**config.mk**
```make
export PLATFORM = sky130hd
export DESIGN_NAME = mipi_reg_wr_arb
export DESIGN_NICKNAME = d
export VERILOG_FILES = /design/src/rtl/mipi_reg_wr_arb.sv
export SDC_FILE = /design/constraint.sdc
export NUM_CORES = 1
export LEC_CHECK = 0
export CAP_MARGIN = 15
export CORE_MARGIN = 2
export CORE_UTILIZATION = 39
export DETAILED_ROUTE_END_ITERATION = 6
export GPL_ROUTABILITY_DRIVEN = 0
export PLACE_DENSITY = 0.87
export SYNTH_ARGS = -nofsm -noshare
export SYNTH_HDL_FRONTEND = slang
export SYNTH_SLANG_ARGS = --single-unit
export TNS_END_PERCENT = 1
```
**constraint.sdc**
```tcl
create_clock -name aclk -period 4.5 [get_ports aclk]
set_input_delay 0.45 -clock aclk [delete_from_list [all_inputs] [get_ports aclk]]
set_output_delay 0.45 -clock aclk [all_outputs]
set_load 0.05 [all_outputs]
```
**src/rtl/mipi_reg_wr_arb.sv**
```systemverilog
// mipi_reg_wr_arb: arbitrates register writes from the host bus (req0) and the
// init sequencer (req1) onto a single-cycle write strobe to the MIPI register
// block, with a programmable idle gap after every issued write.
// Optional feature macro: MIPI_WR_ARB_ROUND_ROBIN_EN selects round-robin
// arbitration on simultaneous requests; default build is fixed priority (req0).
module mipi_reg_wr_arb #(
    parameter  int unsigned GAP_CYCLES = 1,
    localparam int unsigned AW = 32,
    localparam int unsigned DW = 32,
    localparam int unsigned CW = 16,
    localparam int unsigned GW = 4
) (
    input  logic          aclk,
    input  logic          areset,
    input  logic          req0_valid,
    input  logic [AW-1:0] req0_addr,
    input  logic [DW-1:0] req0_data,
    input  logic          req1_valid,
    input  logic [AW-1:0] req1_addr,
    input  logic [DW-1:0] req1_data,
    output logic          req0_ready,
    output logic          req1_ready,
    output logic          mem_wr_valid,
    output logic [AW-1:0] mem_wr_addr,
    output logic [DW-1:0] mem_wr_data,
    output logic          grant_id,
    output logic          busy,
    output logic [CW-1:0] wr_count
);

    typedef enum logic [1:0] {
        ST_IDLE  = 2'd0,
        ST_ISSUE = 2'd1,
        ST_GAP   = 2'd2
    } state_e;

    state_e          state_q, state_d;
    logic [GW-1:0]   gap_cnt_q, gap_cnt_d;
    logic            mem_wr_valid_q, mem_wr_valid_d;
    logic            req0_ready_q, req0_ready_d;
    logic            req1_ready_q, req1_ready_d;
    logic [AW-1:0]   mem_wr_addr_q, mem_wr_addr_d;
    logic [DW-1:0]   mem_wr_data_q, mem_wr_data_d;
    logic            grant_id_q, grant_id_d;
    logic [CW-1:0]   wr_count_q, wr_count_d;
    logic            sel1_c;
`ifdef MIPI_WR_ARB_ROUND_ROBIN_EN
    logic            last_grant_q, last_grant_d;
`endif

    // Winner selection: req1 wins when alone, or on a tie when it is its turn
    always_comb begin
        sel1_c = 1'b0;
`ifdef MIPI_WR_ARB_ROUND_ROBIN_EN
        sel1_c = req1_valid && (!req0_valid || !last_grant_q);
`else
        sel1_c = req1_valid && !req0_valid;
`endif
    end

    // Next-state and registered-output logic
    always_comb begin
        state_d        = state_q;
        gap_cnt_d      = gap_cnt_q;
        mem_wr_valid_d = 1'b0;
        req0_ready_d   = 1'b0;
        req1_ready_d   = 1'b0;
        mem_wr_addr_d  = mem_wr_addr_q;
        mem_wr_data_d  = mem_wr_data_q;
        grant_id_d     = grant_id_q;
        wr_count_d     = wr_count_q;
`ifdef MIPI_WR_ARB_ROUND_ROBIN_EN
        last_grant_d   = last_grant_q;
`endif
        case (state_q)
            ST_IDLE: begin
                if (req0_valid || req1_valid) begin
                    state_d        = ST_ISSUE;
                    mem_wr_addr_d  = sel1_c ? req1_addr : req0_addr;
                    mem_wr_data_d  = sel1_c ? req1_data : req0_data;
                    grant_id_d     = sel1_c;
                    wr_count_d     = wr_count_q + CW'(1);
                    mem_wr_valid_d = 1'b1;
                    req0_ready_d   = !sel1_c;
                    req1_ready_d   = sel1_c;
`ifdef MIPI_WR_ARB_ROUND_ROBIN_EN
                    last_grant_d   = sel1_c;
`endif
                end
            end
            ST_ISSUE: begin
                if (GAP_CYCLES > 0) begin
                    state_d   = ST_GAP;
                    gap_cnt_d = GW'(GAP_CYCLES);
                end else begin
                    state_d   = ST_IDLE;
                end
            end
            ST_GAP: begin
                // Requests are ignored here; leave once the counter hits 1
                if (gap_cnt_q <= GW'(1)) begin
                    state_d   = ST_IDLE;
                    gap_cnt_d = '0;
                end else begin
                    gap_cnt_d = gap_cnt_q - GW'(1);
                end
            end
            default: begin
                state_d = ST_IDLE;
            end
        endcase
    end

    // State and output registers; reset wins over everything
    always_ff @(posedge aclk) begin
        if (areset) begin
            state_q        <= ST_IDLE;
            gap_cnt_q      <= '0;
            mem_wr_valid_q <= 1'b0;
            req0_ready_q   <= 1'b0;
            req1_ready_q   <= 1'b0;
            mem_wr_addr_q  <= '0;
            mem_wr_data_q  <= '0;
            grant_id_q     <= 1'b0;
            wr_count_q     <= '0;
`ifdef MIPI_WR_ARB_ROUND_ROBIN_EN
            last_grant_q   <= 1'b1;
`endif
        end else begin
            state_q        <= state_d;
            gap_cnt_q      <= gap_cnt_d;
            mem_wr_valid_q <= mem_wr_valid_d;
            req0_ready_q   <= req0_ready_d;
            req1_ready_q   <= req1_ready_d;
            mem_wr_addr_q  <= mem_wr_addr_d;
            mem_wr_data_q  <= mem_wr_data_d;
            grant_id_q     <= grant_id_d;
            wr_count_q     <= wr_count_d;
`ifdef MIPI_WR_ARB_ROUND_ROBIN_EN
            last_grant_q   <= last_grant_d;
`endif
        end
    end

    assign mem_wr_valid = mem_wr_valid_q;
    assign req0_ready   = req0_ready_q;
    assign req1_ready   = req1_ready_q;
    assign mem_wr_addr  = mem_wr_addr_q;
    assign mem_wr_data  = mem_wr_data_q;
    assign grant_id     = grant_id_q;
    assign busy         = (state_q != ST_IDLE);
    assign wr_count     = wr_count_q;

endmodule

```
==> impl_metrics.env <==
export IMPL_ys_types=34
export IMPL_max_freq_mhz=403
export IMPL_fin_crit_ns=2.48
export IMPL_finalCritPeriodShare_pct=55.2
export IMPL_synthXorXnorAreaFrac_pct=2.55
export IMPL_insertedDiodeCount=0
export IMPL_endpoint_kind="output port"
export IMPL_drv_cap=0
export IMPL_hold_viol=0
export IMPL_violations="DRC"
export IMPL_setup_viol=0
export IMPL_syn_nets=488
export IMPL_ys_ff_latch=90
export IMPL_leakage_uw=0.00258
export IMPL_area_growth_syn_to_layout_pct=72.7
export IMPL_start_util_pct=39.8
export IMPL_ys_async_sr_fraction_pct=0
export IMPL_cts_resized=0
export IMPL_comb_power_share_pct=30.0
export IMPL_cts_path_max_buffers=2
export IMPL_synth_top_area_share_pct=52.5
export IMPL_synth_top_family_by_area="compound AO/OA/AOI/OAI gates"
export IMPL_syn_inst=350
export IMPL_synth_area_per_cell_um2=9.81
export IMPL_cp_max_fo=5
export IMPL_worstPathRequired_ns=4.05
export IMPL_port_buffers=216
export IMPL_tightest_slew_ns=0.759
export IMPL_drtIter0Drc=310
export IMPL_synthAdderAreaFrac_pct=2.19
export IMPL_status="complete, but fails checks"
export IMPL_critPathKind="reg2out"
export IMPL_ys_flop_type="dfxtp_1"
export IMPL_cts_setup_buffers=0
export IMPL_ys_top_cells_by_area="dfxtp_1 (52%), a222oi_1 (19%), inv_1 (7.8%)"
export IMPL_powerDensity_mw_per_mm2=378
export IMPL_ys_seq_area_share_pct=52.5
export IMPL_swShare_pct=32.0
export IMPL_clock_skew_ns=0.00770
export IMPL_synth_top_area_cell="dfxtp_1"
export IMPL_fill_cells=656
export IMPL_overflow=0
export IMPL_min_delay_path_depth=2
export IMPL_relSlewSlack_pct=49.3
export IMPL_ys_warn_count=0
export IMPL_layout_drive_gt1_share_pct=4.63
export IMPL_place_hpwl_mm=8.41
export IMPL_drv_slew=0
export IMPL_grt_pass1_vias=3749
export IMPL_synth_area_mm2=0.00343
export IMPL_worst_slack_ns=2.02
export IMPL_die_w_um=97.8
export IMPL_synthMuxAreaShare_pct=0
export IMPL_cts_hold_fix_buffers=0
export IMPL_rsz0062_at_grt="false"
export IMPL_tns_ns=0
export IMPL_post_drt_via_cell_ratio=5.48
export IMPL_fp_row_count=34
export IMPL_root_buffer="clkbuf_8"
export IMPL_die_area_mm2=0.00957
export IMPL_hold_path_class="reg2reg"
export IMPL_intPower_uw=1520
export IMPL_track_usage_pct=23.3
export IMPL_drc_errors=15
export IMPL_p_sw_uw=716
export IMPL_hold_slack_ns=0.486
export IMPL_routed_wl_mm=11.4
export IMPL_numCtsBuffers=9
export IMPL_cts_sinks=90
export IMPL_vdd_drop_max_v=0.000188
export IMPL_synth_edff_count=0
export IMPL_grt_pass1_wl_mm=18.2
export IMPL_r2r_cells=7
export IMPL_antenna_found_initial=0
export IMPL_tritoncts="done"
export IMPL_clockPowerShare_pct=29.3
export IMPL_dp_slack_ns=1.77
export IMPL_fin_nets=696
export IMPL_drtPass1Iterations=7
export IMPL_coreArea_mm2=0.00864
export IMPL_route_vias_total=3671
export IMPL_insertion_delay_ns=0.35
export IMPL_worstPathArrival_ns=2.03
export IMPL_path_clk_slew_ns=0.08
export IMPL_seq_power_share_pct=40.7
export IMPL_pin_count=217
export IMPL_start_kind="flip-flop"
export IMPL_synth_simple_area_share_pct=8.78
export IMPL_htreeDepth=3
export IMPL_postRouteAntennaNets=0
export IMPL_fp_dieH_um=97.8
export IMPL_grt_max_degree=66
export IMPL_wl_per_cell_um=17.0
export IMPL_synth_compound_area_share_pct=23.4
registers in the layout (all words and copies together) (netlist names):
name	flops
mem_wr_addr	32
mem_wr_data	32
wr_count	16
gap_cnt_q	4
state_q	2
grant_id	1
mem_wr_valid	1
req0_ready	1
req1_ready	1
metrics by stage:
| step | std cells | power (uW) | utilization (%) | cell area, um2 |
|---|---|---|---|---|
| after detailed placement | 655 | 1600 | 65.9 | 5690 |
| final | 670 | 2240 | 68.7 | 5930 |
| after global routing | 670 | 2330 | 68.7 | 5930 |
| after CTS | 670 | 2250 | 68.7 | 5930 |
| after floorplan | 350 | 1300 | - | 3430 |
| after global placement | 655 | 1580 | 65.9 | 5690 |
layout make-up:
class | count | area, um2 | area share (%)
Clock buffer | 10 | 138 | 2.32
Sequential cell | 90 | 1800 | 30.4
Clock inverter | 5 | 103 | 1.73
Multi-Input combinational cell | 165 | 1290 | 21.7
Tap cell | 108 | 135 | 2.28
Inverter | 71 | 267 | 4.49
Timing Repair Buffer | 221 | 2200 | 37.1
cells in the final DEF, fill, tap and decap left out, types with 2 or more instances in the layout:
cell type,Yosys,layout
a21oi_1,11,11
a222oi_1,64,64
buf_4,0,5
bufinv_16,0,3
clkbuf_8,0,10
clkdlybuf4s50_1,0,216
dfxtp_1,90,90
ha_1,6,6
inv_1,71,71
nand2_1,12,12
nand3_1,3,3
nand4_1,2,2
nand4b_1,3,3
nor2_1,16,15
nor3_1,7,7
nor4_1,2,2
o21ai_0,10,10
or3_1,3,3
xnor2_1,6,6
xor2_1,4,4
worst paths after layout:
path / start / slack, ns / endpoint
worst max-delay path: state_q[0] / 2.02 / busy
worst min-delay path: mem_wr_data[7] / 0.49 / mem_wr_data[7]
worst max register to register: state_q[0] / 2.17 / mem_wr_data[23]
worst min register to register: mem_wr_data[7] / 0.49 / mem_wr_data[7]
logic make-up (layout without fill, tap and decap cells):
family	Yosys count	count (layout)
xor gates and xnor gates	10	10
DFF	90	90
adders and majority gates	6	6
buffers and inverters	95	307
AOI/OAI and AO/OA	92	92
and+or+nand+nor	57	57
critical path, cell delays in order (launching register included):
cell and delay [ns]:
dfxtp_1 0.37, inv_1 0.07, ha_1 0.26, inv_1 0.16, clkdlybuf4s50_1 0.83
cells in the mapped netlist (3+ instances only):
cell / number
a21oi_1: 11
a222oi_1: 64
buf_2: 5
clkbuf_1: 19
dfxtp_1: 90
ha_1: 6
inv_1: 71
nand2_1: 12
nand3_1: 3
nand4b_1: 3
nor2_1: 16
nor3_1: 7
o21ai_0: 10
or3_1: 3
xnor2_1: 6
xor2_1: 4
per-layer routing:
layer  part of all wire (%)  vias up  global-route usage [%]
met4                    2.2        0                    8.97
met2                     53      177                    41.4
met3                    7.2       21                    6.51
met5                      0        -                       0
met1                     38     1759                    26.4
li1                       -     1714                       -
power groups by stage:
stage	clock network [uW]	logic [uW]	registers [uW]
after floorplan	0	142	1160
after global placement	0	660	924
after detailed placement	0	672	928
after CTS	670	674	910
after global routing	706	707	920
final	657	672	910
Note: power is estimated with default switching activity, not from simulation.
